<file path="src/rtl/gridworld_agent_stepper_if.sv">
// Agent-stepper bundle: Q-table read port, core handshake and episode status.
// Latency: n/a (signal bundle only).
// Backpressure: core_start/core_done handshake; the stepper stalls until core_done.
interface gridworld_agent_stepper_if;
    logic               episode_start;
    logic [4:0]         q_rd_row;
    logic [4:0]         q_rd_col;
    logic [1:0]         q_rd_action;
    logic signed [15:0] q_rd_data;
    logic               core_start;
    logic [4:0]         s_row;
    logic [4:0]         s_col;
    logic [4:0]         s_prime_row;
    logic [4:0]         s_prime_col;
    logic [1:0]         action;
    logic [15:0]        reward;
    logic               core_done;
    logic               busy;
    logic               episode_done;
    logic               reached_goal;
    logic [7:0]         step_count;
    logic [15:0]        lfsr_state;

    // Stepper side
    modport master (
        input  episode_start, q_rd_data, core_done,
        output q_rd_row, q_rd_col, q_rd_action, core_start,
               s_row, s_col, s_prime_row, s_prime_col, action, reward,
               busy, episode_done, reached_goal, step_count, lfsr_state
    );

    // Environment side (Q-table memory, q_learning_core, episode control)
    modport slave (
        output episode_start, q_rd_data, core_done,
        input  q_rd_row, q_rd_col, q_rd_action, core_start,
               s_row, s_col, s_prime_row, s_prime_col, action, reward,
               busy, episode_done, reached_goal, step_count, lfsr_state
    );
endinterface

</file>
<file path="src/rtl/gridworld_agent_stepper.sv">
// Gridworld agent stepper: reads 4 Q-values, picks an epsilon-greedy action, issues one core step.
// Latency: 6 cycles from step start (READQ entry, inclusive) to the core_start pulse.
// Backpressure: holds in WAIT with outputs frozen until core_done; no timeout.
module gridworld_agent_stepper #(
    parameter int          GRID_ROWS   = 8,
    parameter int          GRID_COLS   = 8,
    parameter int          START_ROW   = 0,
    parameter int          START_COL   = 0,
    parameter int          GOAL_ROW    = 7,
    parameter int          GOAL_COL    = 7,
    parameter int          REWARD_STEP = -4096,
    parameter int          REWARD_WALL = -20480,
    parameter int          REWARD_GOAL = 40960,
    parameter int          EPS_THRESH  = 26,
    parameter int          MAX_STEPS   = 64,
    parameter logic [15:0] LFSR_SEED   = 16'hACE1
) (
    input  logic                        clk,
    input  logic                        rst,
    gridworld_agent_stepper_if.master   bus
);
    typedef enum logic [2:0] {IDLE, READQ, SELECT, ISSUE, WAIT, ADVANCE, FINISH} state_t;

    localparam logic [4:0]  START_R = 5'(START_ROW);
    localparam logic [4:0]  START_C = 5'(START_COL);
    localparam logic [4:0]  GOAL_R  = 5'(GOAL_ROW);
    localparam logic [4:0]  GOAL_C  = 5'(GOAL_COL);
    localparam logic [4:0]  ROW_MAX = 5'(GRID_ROWS - 1);
    localparam logic [4:0]  COL_MAX = 5'(GRID_COLS - 1);
    // The goal reward exceeds the Q4.12 range; its low 16 bits are forwarded as-is.
    localparam logic [15:0] R_STEP  = 16'(REWARD_STEP);
    localparam logic [15:0] R_WALL  = 16'(REWARD_WALL);
    localparam logic [15:0] R_GOAL  = 16'(REWARD_GOAL);
    localparam logic [8:0]  EPS_T   = 9'(EPS_THRESH);
    localparam logic [7:0]  MAX_T   = 8'(MAX_STEPS);

    state_t             state, state_nxt;
    logic [1:0]         rd_idx;
    logic signed [15:0] q_cap [3];
    logic signed [15:0] q_all [4];
    logic [4:0]         s_row_q, s_col_q, sp_row_q, sp_col_q;
    logic [1:0]         action_q;
    logic [15:0]        reward_q;
    logic [7:0]         step_q, step_inc;
    logic               goal_q, at_goal;
    logic [15:0]        lfsr_q, lfsr_nxt;
    logic [1:0]         best, act_sel;
    logic               explore, hit_wall;
    logic [4:0]         nxt_row, nxt_col;
    logic [15:0]        rew_sel;

    assign lfsr_nxt = {lfsr_q[14:0], lfsr_q[15] ^ lfsr_q[13] ^ lfsr_q[12] ^ lfsr_q[10]};
    assign step_inc = step_q + 8'd1;
    assign at_goal  = (sp_row_q == GOAL_R) && (sp_col_q == GOAL_C);

    // Epsilon-greedy choice; Q[3] is still on the read bus during SELECT
    always_comb begin
        q_all[0] = q_cap[0];
        q_all[1] = q_cap[1];
        q_all[2] = q_cap[2];
        q_all[3] = bus.q_rd_data;
        best = 2'd0;
        for (int i = 1; i < 4; i++) begin
            if (q_all[i] > q_all[best]) best = 2'(i);
        end
        explore = ({1'b0, lfsr_nxt[7:0]} < EPS_T);
        act_sel = explore ? lfsr_nxt[9:8] : best;
    end

    // Next cell and reward for the chosen action; walls win over the goal
    always_comb begin
        nxt_row  = s_row_q;
        nxt_col  = s_col_q;
        hit_wall = 1'b0;
        case (act_sel)
            2'd0:    if (s_row_q == 5'd0)    hit_wall = 1'b1; else nxt_row = s_row_q - 5'd1;
            2'd1:    if (s_row_q == ROW_MAX) hit_wall = 1'b1; else nxt_row = s_row_q + 5'd1;
            2'd2:    if (s_col_q == 5'd0)    hit_wall = 1'b1; else nxt_col = s_col_q - 5'd1;
            default: if (s_col_q == COL_MAX) hit_wall = 1'b1; else nxt_col = s_col_q + 5'd1;
        endcase
        if (hit_wall)                                  rew_sel = R_WALL;
        else if (nxt_row == GOAL_R && nxt_col == GOAL_C) rew_sel = R_GOAL;
        else                                           rew_sel = R_STEP;
    end

    // State register
    always_ff @(posedge clk or posedge rst) begin
        if (rst) state <= IDLE;
        else     state <= state_nxt;
    end

    // Next-state logic
    always_comb begin
        state_nxt = state;
        case (state)
            IDLE:    if (bus.episode_start) state_nxt = READQ;
            READQ:   if (rd_idx == 2'd3)    state_nxt = SELECT;
            SELECT:  state_nxt = ISSUE;
            ISSUE:   state_nxt = WAIT;
            WAIT:    if (bus.core_done)     state_nxt = ADVANCE;
            ADVANCE: state_nxt = (at_goal || step_inc == MAX_T) ? FINISH : READQ;
            FINISH:  state_nxt = IDLE;
            default: state_nxt = IDLE;
        endcase
    end

    // State-decoded outputs
    always_comb begin
        bus.core_start   = (state == ISSUE);
        bus.busy         = (state != IDLE);
        bus.episode_done = (state == FINISH);
        bus.q_rd_row     = (state == READQ) ? s_row_q : 5'd0;
        bus.q_rd_col     = (state == READQ) ? s_col_q : 5'd0;
        bus.q_rd_action  = (state == READQ) ? rd_idx  : 2'd0;
    end

    // Episode datapath: Q capture, step selection, position and counters
    always_ff @(posedge clk or posedge rst) begin
        if (rst) begin
            rd_idx   <= 2'd0;
            for (int i = 0; i < 3; i++) q_cap[i] <= '0;
            s_row_q  <= START_R;
            s_col_q  <= START_C;
            sp_row_q <= 5'd0;
            sp_col_q <= 5'd0;
            action_q <= 2'd0;
            reward_q <= 16'd0;
            step_q   <= 8'd0;
            goal_q   <= 1'b0;
            lfsr_q   <= LFSR_SEED;
        end else begin
            case (state)
                IDLE: begin
                    if (bus.episode_start) begin
                        s_row_q <= START_R;
                        s_col_q <= START_C;
                        step_q  <= 8'd0;
                        goal_q  <= 1'b0;
                    end
                end
                READQ: begin
                    rd_idx <= rd_idx + 2'd1;
                    if (rd_idx != 2'd0) q_cap[rd_idx - 2'd1] <= bus.q_rd_data;
                end
                SELECT: begin
                    lfsr_q   <= lfsr_nxt;
                    action_q <= act_sel;
                    sp_row_q <= nxt_row;
                    sp_col_q <= nxt_col;
                    reward_q <= rew_sel;
                end
                ADVANCE: begin
                    s_row_q <= sp_row_q;
                    s_col_q <= sp_col_q;
                    step_q  <= step_inc;
                    goal_q  <= at_goal;
                end
                default: ;
            endcase
        end
    end

    assign bus.s_row        = s_row_q;
    assign bus.s_col        = s_col_q;
    assign bus.s_prime_row  = sp_row_q;
    assign bus.s_prime_col  = sp_col_q;
    assign bus.action       = action_q;
    assign bus.reward       = reward_q;
    assign bus.reached_goal = goal_q;
    assign bus.step_count   = step_q;
    assign bus.lfsr_state   = lfsr_q;
endmodule

</file>
<file path="src/flat_wrapper.sv">
// flat-port wrapper written by rule: the top's interface ports become plain ports
module gridworld_agent_stepper_flat 
#(
    parameter int          GRID_ROWS   = 8,
    parameter int          GRID_COLS   = 8,
    parameter int          START_ROW   = 0,
    parameter int          START_COL   = 0,
    parameter int          GOAL_ROW    = 7,
    parameter int          GOAL_COL    = 7,
    parameter int          REWARD_STEP = -4096,
    parameter int          REWARD_WALL = -20480,
    parameter int          REWARD_GOAL = 40960,
    parameter int          EPS_THRESH  = 26,
    parameter int          MAX_STEPS   = 64,
    parameter logic [15:0] LFSR_SEED   = 16'hACE1
)
  (clk, rst, bus_episode_start, bus_q_rd_data, bus_core_done, bus_q_rd_row, bus_q_rd_col, bus_q_rd_action, bus_core_start, bus_s_row, bus_s_col, bus_s_prime_row, bus_s_prime_col, bus_action, bus_reward, bus_busy, bus_episode_done, bus_reached_goal, bus_step_count, bus_lfsr_state);
  gridworld_agent_stepper_if bus_i ();
  input  logic clk;
  input  logic rst;
  input wire logic [$bits(bus_i.episode_start)-1:0] bus_episode_start;
  input wire logic [$bits(bus_i.q_rd_data)-1:0] bus_q_rd_data;
  input wire logic [$bits(bus_i.core_done)-1:0] bus_core_done;
  output wire logic [$bits(bus_i.q_rd_row)-1:0] bus_q_rd_row;
  output wire logic [$bits(bus_i.q_rd_col)-1:0] bus_q_rd_col;
  output wire logic [$bits(bus_i.q_rd_action)-1:0] bus_q_rd_action;
  output wire logic [$bits(bus_i.core_start)-1:0] bus_core_start;
  output wire logic [$bits(bus_i.s_row)-1:0] bus_s_row;
  output wire logic [$bits(bus_i.s_col)-1:0] bus_s_col;
  output wire logic [$bits(bus_i.s_prime_row)-1:0] bus_s_prime_row;
  output wire logic [$bits(bus_i.s_prime_col)-1:0] bus_s_prime_col;
  output wire logic [$bits(bus_i.action)-1:0] bus_action;
  output wire logic [$bits(bus_i.reward)-1:0] bus_reward;
  output wire logic [$bits(bus_i.busy)-1:0] bus_busy;
  output wire logic [$bits(bus_i.episode_done)-1:0] bus_episode_done;
  output wire logic [$bits(bus_i.reached_goal)-1:0] bus_reached_goal;
  output wire logic [$bits(bus_i.step_count)-1:0] bus_step_count;
  output wire logic [$bits(bus_i.lfsr_state)-1:0] bus_lfsr_state;
  assign bus_i.episode_start = bus_episode_start;
  assign bus_i.q_rd_data = bus_q_rd_data;
  assign bus_i.core_done = bus_core_done;
  assign bus_q_rd_row = bus_i.q_rd_row;
  assign bus_q_rd_col = bus_i.q_rd_col;
  assign bus_q_rd_action = bus_i.q_rd_action;
  assign bus_core_start = bus_i.core_start;
  assign bus_s_row = bus_i.s_row;
  assign bus_s_col = bus_i.s_col;
  assign bus_s_prime_row = bus_i.s_prime_row;
  assign bus_s_prime_col = bus_i.s_prime_col;
  assign bus_action = bus_i.action;
  assign bus_reward = bus_i.reward;
  assign bus_busy = bus_i.busy;
  assign bus_episode_done = bus_i.episode_done;
  assign bus_reached_goal = bus_i.reached_goal;
  assign bus_step_count = bus_i.step_count;
  assign bus_lfsr_state = bus_i.lfsr_state;
  gridworld_agent_stepper #(.GRID_ROWS(GRID_ROWS), .GRID_COLS(GRID_COLS), .START_ROW(START_ROW), .START_COL(START_COL), .GOAL_ROW(GOAL_ROW), .GOAL_COL(GOAL_COL), .REWARD_STEP(REWARD_STEP), .REWARD_WALL(REWARD_WALL), .REWARD_GOAL(REWARD_GOAL), .EPS_THRESH(EPS_THRESH), .MAX_STEPS(MAX_STEPS), .LFSR_SEED(LFSR_SEED)) u_core (.clk(clk), .rst(rst), .bus(bus_i));
endmodule
</file>
<file path="config.mk">
export PLATFORM = sky130hd
export DESIGN_NAME = gridworld_agent_stepper_flat
export DESIGN_NICKNAME = d
export VERILOG_FILES = /design/src/rtl/gridworld_agent_stepper_if.sv /design/src/rtl/gridworld_agent_stepper.sv /design/src/flat_wrapper.sv
export SDC_FILE = /design/constraint.sdc
export NUM_CORES = 1
export LEC_CHECK = 0
export BUFFER_PORTS_ARGS = -buffer_cell sky130_fd_sc_hd__buf_4
export CELL_PAD_IN_SITES_DETAIL_PLACEMENT = 1
export CELL_PAD_IN_SITES_GLOBAL_PLACEMENT = 2
export CORE_UTILIZATION = 33
export CTS_CLUSTER_DIAMETER = 40
export DETAILED_ROUTE_END_ITERATION = 6
export PLACE_DENSITY = 0.79
export SLEW_MARGIN = 10
export SYNTH_ARGS = -nofsm -noshare
export SYNTH_HDL_FRONTEND = slang
export SYNTH_SLANG_ARGS = --single-unit
export TNS_END_PERCENT = 100
</file>
<file path="constraint.sdc">
create_clock -name clk -period 7.43 [get_ports clk]
set_clock_uncertainty 0.15 [all_clocks]
set_input_delay 0.743 -clock clk [delete_from_list [all_inputs] [get_ports clk]]
set_output_delay 0.743 -clock clk [all_outputs]
set_load 0.01 [all_outputs]
</file>
==> results by group, run 1 <==
Run status
  • Status: complete, no violations

Place
  • Placer Congestion: 0.863
  • Pre-CTS setup slack: 0.345 ns
  • Hpwl dp: 14.2 mm
  • PortBufs: 85
  • Dpl cells: 1029

STA
  • Crit path time final: 6.89 ns
  • Final-report hold violation count: 0
  • Slew HR: 0.315
  • RSZ-0062 raised after global routing: false
  • Crit share post-route: 0.927
  • Worst setup margin: 0.539 ns
  • Final hold slack: 0.247 ns
  • Final Slew Violations: 0
  • Worst slew pin tran: 1.03 ns
  • Setup_tns: 0 ns
  • Peak Freq: 145 MHz
  • Final Setup Violations: 0

Synthesis
  • Sequential area share after synthesis: 0.387
  • EDFF count, synth: 0
  • Post-synthesis register bit count: 103
  • Average size of a mapped cell: 9.31 µm²
  • Post-synth ARST share: 1.00
  • YS warnings: 0
  • Syn Inst Count: 718
  • Synth Flop Type: dfrtp_1
  • Synthesized area: 0.00668 mm²
  • Netlist cell types: 67

Critical path
  • R2r setup slk: 0.54 ns
  • Setup crit start kind: flop
  • Reg-to-Reg End: u_core.bus.reward[12]
  • CP arrival: 6.99 ns
  • Crit path kind: flop to flop
  • FF-to-FF path depth: 27
  • Maximum fanout along the worst path: 29
  • Crit. End Element: flop
  • Worst reg2reg startpoint: u_core.q_all[45]
  • Req. time, crit path: 7.53 ns

Power and ir drop
  • Peak VDD IR: 329 µV
  • Leakage: 3.65 nW
  • PwrDens: 493 mW/mm²

Route
  • Routed vias/inst: 5.26
  • Iteration count of the initial detailed-routing pass: 4
  • Post-route DRC: 0
  • 1st-iter DRT viols: 178
  • Antenna-violating nets left: 0
  • Drt total wl: 18.7 mm
  • Routed len/inst: 17.9 µm
  • DR vias: 5511

Clock network
  • Clk Tree Root Cell: clkbuf_16
  • CTS buffer count: 9
  • Worst-Skew Late Latency: 0.36 ns
  • Longest Clk Path Bufs: 2
  • Clock transition at the registers of the reported paths: 0.08 ns
  • CTS Sinks: 103
  • CTS tree: done
  • Cts hold-fix bufs: 0
  • H-tree depth: 3

Global route
  • Largest net degree at the start of global routing: 75
  • First-pass GRT wire length: 30.7 mm
  • Grt total ovfl: 0
  • Total track usage: 0.192
  • Initial antenna violation count: 0
  • Vias in the first global route: 5772

Finish
  • Final nets: 855
  • Layout cells sized above 1: 0.244
  • Antenna Cells: 0
  • Non-Filler Instances: 1047
  • Fillers: 2337
  • Area grow syn2layout: 15.9%
  • Final core occ: 0.394

Die
  • CORE AREA: 0.0197 mm²
  • Initial core utilization: 0.340
  • Vert. Die Dim: 144 µm
  • I/O pin count: 98
  • Row cnt: 51
  • DIE AREA: 0.0208 mm²
  • Die Wd: 144 µm

Worst hold path
  • Hold WC Path Type: input pin to asynchronous set/reset pin

Flow run
  • # Max-Cap Violations: 0
[synth_stat cells (all sizes together) (2+ instances only)]
cell type | instances | share of area
nand2 | 105 | 0.059
dfrtp | 95 | 0.36
ha | 58 | 0.11
o21ai | 52 | 0.039
mux2 | 48 | 0.081
nor2 | 48 | 0.027
a21oi | 45 | 0.035
inv | 39 | 0.022
buf | 32 | 0.036
clkbuf | 25 | 0.014
a22o | 16 | 0.021
nor4 | 14 | 0.013
nor3 | 12 | 0.011
a21o | 10 | 0.011
and2 | 10 | 0.0097
nand4 | 9 | 0.0094
o211ai | 9 | 0.010
dfstp | 8 | 0.031
nand2b | 8 | 0.0075
nand3 | 8 | 0.0060
xnor2 | 6 | 0.0079
and3 | 5 | 0.0047
nor2b | 5 | 0.0047
o31ai | 5 | 0.0077
a211oi | 4 | 0.0060
o22ai | 4 | 0.0047
a221oi | 3 | 0.0067
a31oi | 3 | 0.0028
mux2i | 3 | 0.0045
a2111o | 2 | 0.0034
a2111oi | 2 | 0.0054
a22oi | 2 | 0.0043
nand4b | 2 | 0.0026
o211a | 2 | 0.0030
o21a | 2 | 0.0022
o31a | 2 | 0.0028
or2 | 2 | 0.0019
or3 | 2 | 0.0019
[critical path: stages (launching register included)]
cell and delay (ns):
dfrtp_1 0.41, ha_1 0.33, nand4_1 0.19, nor4_2 0.40, o21ai_0 0.24, a21oi_2 0.27
buf_4 0.16, nor2_1 0.04, a21oi_1 0.20, ha_1 0.30, a21o_1 0.19, a2111o_1 0.41
a221oi_2 0.24, a21o_2 0.27, buf_12 0.19, nand2_1 0.08, o21ai_0 0.09, ha_1 0.29
a21oi_1 0.15, o21ai_0 0.12, a211o_1 0.35, o31ai_4 0.43, a22oi_1 0.23, o21bai_1 0.29
xnor2_1 0.14, nor4_1 0.29, and4b_1 0.28, a21oi_2 0.06
[cells in the final DEF (no fill, tap or decap), types with 6 or more instances in the layout]
cell / count
nand2_1: 105
dfrtp_1: 95
buf_4: 93
ha_1: 58
o21ai_0: 51
nor2_1: 48
mux2_2: 47
a21oi_1: 41
inv_1: 38
a22o_1: 15
nor4_1: 12
conb_1: 12
nor3_1: 11
a21o_1: 9
o211ai_1: 9
clkbuf_16: 9
and2_1: 8
nand3_1: 8
nand4_1: 8
nand2b_1: 8
dfstp_2: 8
xnor2_1: 6
[sequential cells by signal, indices dropped and copies added, names as in the netlist, 3 cells and up]
| name | cells |
|---|---|
| u_core.bus.s_prime_row | 5 |
| u_core.bus.s_row | 5 |
| u_core.q_all | 48 |
| u_core.bus.step_count | 8 |
| u_core.state | 3 |
| u_core.bus.lfsr_state | 16 |
| u_core.bus.s_col | 5 |
| u_core.bus.reward | 3 |
| u_core.bus.s_prime_col | 5 |
[timing repair]
item                                    CTS  global route
resized for setup                         0             3
buffers inserted                          0             2
hold endpoints to repair                  0             0
endpoints found under the setup margin    0             2
[metrics by stage]
| stage | instance area (µm²) | total power, mW |
|---|---|---|
| 2_1_floorplan | 6720 | 2.62 |
| 3_3_place_gp | 7430 | 3.19 |
| 3_5_place_dp | 7430 | 3.35 |
| 4_1_cts | 7710 | 3.83 |
| 5_1_grt | 7740 | 4.23 |
| 6_report | 7740 | 3.82 |
[kinds of logic after synthesis]
family          Yosys count  synth area share
compound gates          167             0.171
xor+xnor                  7           0.00918
fa+ha+maj                58             0.109
buf+inv                  96            0.0715
flops                   103             0.387
mux                      51            0.0860
other cells               1          0.000561
simple gates            235             0.166
[final cells by class]
type / instances / area (µm²) / area share
clock buffers: 10 / 239 / 0.0309
clock inverters: 6 / 43.8 / 0.00566
multi-input cells: 530 / 3670 / 0.475
well taps: 265 / 332 / 0.0428
inverters: 39 / 149 / 0.0192
repair buffers: 94 / 718 / 0.0927
flip-flops and latches: 103 / 2590 / 0.334
[worst max path at each step]
stage | start | endpoint | slack [ns] | cells past startpoint
2_1_floorplan | u_core.q_all[47] | u_core.bus.reward[12] | 1.02 | 28
3_3_place_gp | u_core.q_all[43] | u_core.bus.reward[12] | 0.75 | 27
3_5_place_dp | u_core.q_all[45] | u_core.bus.reward[12] | 0.34 | 27
4_1_cts | u_core.q_all[45] | u_core.bus.reward[12] | 0.34 | 27
5_1_grt | u_core.q_all[47] | u_core.bus.reward[12] | 0.007 | 27
6_report | u_core.q_all[45] | u_core.bus.reward[12] | 0.54 | 27
[routing by layer]
metal	wire [µm]	share of wire	GRT usage
met1	8780	0.47	0.261
met2	8970	0.48	0.313
met3	658	0.035	0.0232
met4	303	0.016	0.0665
met5	0	0	0
[report_power, final]
part	switching [mW]	internal [mW]
Combinational	1.43	1.01
Sequential	0.177	0.738
Clock	0.226	0.237
Total	1.83	1.99
No activity file was read; power rests on OpenSTA's default activity.
==> inputs of run 2 (changes only) <==
Settings changed: ABC_AREA from default to 1, CTS_BUF_LIST from default to sky130_fd_sc_hd__clkbuf_8 sky130_fd_sc_hd__clkbuf_16, PLACE_DENSITY 0.79 to 0.84.
==> results by group, run 2 <==
Clock network
  • Clock transition at the registers of the reported paths: 0.07 ns (was 0.08 ns)
  • CTS Sinks: 103 (unchanged)
  • H-tree depth: 3 (unchanged)
  • Longest Clk Path Bufs: 2 (unchanged)
  • Worst-Skew Late Latency: 0.35 ns (was 0.36 ns)
  • Cts hold-fix bufs: 0 (unchanged)
  • CTS buffer count: 9 (unchanged)
  • Setup Fix Bufs, Post-CTS: 0 (unchanged)
  • Clk Tree Root Cell: clkbuf_16 (unchanged)
  • Resized Gates After CTS: 0 (unchanged)
  • CTS tree: done (unchanged)

Synthesis
  • Post-synth ARST share: 1.00 (unchanged)
  • Sequential area share after synthesis: 0.387 (about the same)
  • Synthesized area: 0.00668 mm² (about the same)
  • Count leader, synth: nand2_1 (unchanged)
  • Post-synthesis register bit count: 103 (unchanged)
  • EDFF count, synth: 0 (unchanged)
  • Ranking of synthesized cells by area: dfrtp_1 (36%), nand2_1 (13%), ha_1 (11%) (was dfrtp_1 (36%), ha_1 (11%), mux2_2 (7.9%))
  • YS warnings: 0 (unchanged)
  • Post-synth top area cell: dfrtp_1 (unchanged)
  • Post-synth top cells: nand2_1 (233), o21ai_0 (127), inv_1 (108) (was nand2_1 (105), dfrtp_1 (95), ha_1 (58))
  • Netlist cell types: 41 (was 67)
  • Syn Inst Count: 886 (was 718)
  • Average size of a mapped cell: 7.54 µm² (was 9.31 µm²)
  • Synth Flop Type: dfrtp_1 (unchanged)
  • Synth top area share: 0.356 (about the same)

Route
  • Post-route DRC: 0 (unchanged)
  • Routed vias/inst: 4.78 (was 5.26)
  • Antenna-violating nets left: 0 (unchanged)
  • 1st-iter DRT viols: 252 (was 178)
  • Drt total wl: 18.3 mm (was 18.7 mm)
  • Routed len/inst: 15.0 µm (was 17.9 µm)
  • DR vias: 5797 (was 5511)
  • Iteration count of the initial detailed-routing pass: 4 (unchanged)

STA
  • Worst slew pin tran: 0.982 ns (was 1.03 ns)
  • Final-report hold violation count: 0 (unchanged)
  • RSZ-0062 raised after global routing: false (unchanged)
  • Final Slew Violations: 0 (unchanged)
  • Crit share post-route: 0.895 (was 0.927)
  • Worst setup margin: 0.777 ns (was 0.539 ns)
  • Slew HR: 0.345 (was 0.315)
  • Crit path time final: 6.65 ns (was 6.89 ns)
  • Setup_tns: 0 ns (unchanged)
  • Peak Freq: 150 MHz (was 145 MHz)
  • Final Setup Violations: 0 (unchanged)

Finish
  • Antenna Cells: 0 (unchanged)
  • Max FFs per register: 48 (unchanged)
  • Final nets: 1022 (was 855)
  • Layout cells sized above 1: 0.149 (was 0.244)
  • Commonest non-fill, non-tap cell in the layout: nand2_1 (unchanged)
  • Most frequent cells in the layout: nand2_1 (233), o21ai_0 (127), inv_1 (108), dfrtp_1 (95), buf_4 (93) (was nand2_1 (105), dfrtp_1 (95), buf_4 (93), ha_1 (58), o21ai_0 (51))
  • Area grow syn2layout: 15.4% (was 15.9%)
  • Fillers: 2518 (was 2337)
  • Non-Filler Instances: 1214 (was 1047)

Die
  • Vert. Die Dim: 144 µm (about the same)
  • Initial core utilization: 0.340 (about the same)
  • CORE AREA: 0.0197 mm² (unchanged)
  • Die Wd: 144 µm (about the same)
  • I/O pin count: 98 (unchanged)
  • Row cnt: 51 (unchanged)
  • DIE AREA: 0.0208 mm² (about the same)

Worst hold path
  • Hold WC Path Type: input pin to asynchronous set/reset pin (unchanged)

Critical path
  • Most used cell, CP: nand2_1
  • Maximum fanout along the worst path: 23 (was 29)
  • Crit path kind: flop to flop (unchanged)
  • Req. time, crit path: 7.52 ns (was 7.53 ns)
  • CP delay by family, top: simple AND/OR/NAND/NOR gates (was compound AO/OA/AOI/OAI gates)
  • Worst path slowest cell: nand2_1 (was o31ai_4)
  • FF-to-FF path depth: 42 (was 27)
  • Crit. End Element: flop (unchanged)
  • Setup crit start kind: flop (unchanged)
  • Slowest cell delay on critical path: 0.46 ns (was 0.43 ns)
  • Crit. path cell count: 42 (was 27)
  • CP arrival: 6.75 ns (was 6.99 ns)
  • Worst path bufs/invs: 4 (was 2)

Global route
  • Vias in the first global route: 5923 (was 5772)
  • Largest net degree at the start of global routing: 76 (was 75)
  • First-pass GRT wire length: 30.3 mm (was 30.7 mm)
  • Initial antenna violation count: 0 (unchanged)
  • Grt total ovfl: 0 (unchanged)
  • Total track usage: 0.187 (was 0.192)

Place
  • Hpwl dp: 13.7 mm (was 14.2 mm)
  • Dpl cells: 1198 (was 1029)
  • Pre-CTS setup slack: 0.862 ns (was 0.345 ns)
  • Placer Congestion: 0.774 (was 0.863)
  • PortBufs: 85 (unchanged)

Run status
  • Status: complete, no violations (unchanged)

Flow run
  • # Max-Cap Violations: 0 (unchanged)
==> run 2: worst paths after layout <==
| kind | start | endpoint | slack (ns) |
|---|---|---|---|
| worst max register to register | u_core.q_all[47] | u_core.bus.reward[14] | 0.78 |
| max in group asynchronous | rst | u_core.bus.step_count[2] | 5.59 |
| worst max-delay path | u_core.q_all[47] | u_core.bus.reward[14] | 0.78 |
| worst min-delay path | rst | u_core.q_all[50] | 0.23 |
| worst min register to register | u_core.q_all[56] | u_core.q_all[56] | 0.34 |
| min in group clk | u_core.q_all[56] | u_core.q_all[56] | 0.34 |
==> run 2: cell type report <==
cell class / instances / area, µm² / share of cell area
multi-input combinational: 626 / 3390 / 0.439
sequential: 103 / 2590 / 0.335
timing repair buffer: 93 / 698 / 0.0905
inverter: 111 / 419 / 0.0543
tap: 265 / 332 / 0.0430
clock buffer: 11 / 253 / 0.0328
clock inverter: 5 / 33.8 / 0.00438
==> run 2: logic make-up after synthesis <==
group,after synthesis,share of synthesized area
XOR/XNOR,17,0.0223
adder cells (fa/ha/maj),58,0.109
other,1,0.000561
AO/OA/AOI/OAI,164,0.128
flip-flops,103,0.387
buffers and inverters,168,0.113
AND/OR/NAND/NOR,375,0.241
==> run 2: routing by layer <==
| layer | vias up | GRT usage | part of all wire |
|---|---|---|---|
| li1 | 2943 | - | - |
| met1 | 2759 | 0.255 | 0.49 |
| met2 | 78 | 0.300 | 0.46 |
| met3 | 17 | 0.0374 | 0.034 |
| met4 | 0 | 0.0482 | 0.010 |
| met5 | - | 0 | 0 |
==> run 2: metrics by stage <==
step	util	cell area, µm²	hold slack [ns]
after floorplan	-	6720	0.303
after global placement	0.378	7420	0.318
after detailed placement	0.378	7420	0.327
after CTS	0.392	7710	0.237
after global routing	0.392	7710	0.249
final	0.392	7710	0.234
Power of run 2 is left out: the tool's default activity adds up to more than one toggle a clock period on the data nets, which glitch-free logic cannot reach.
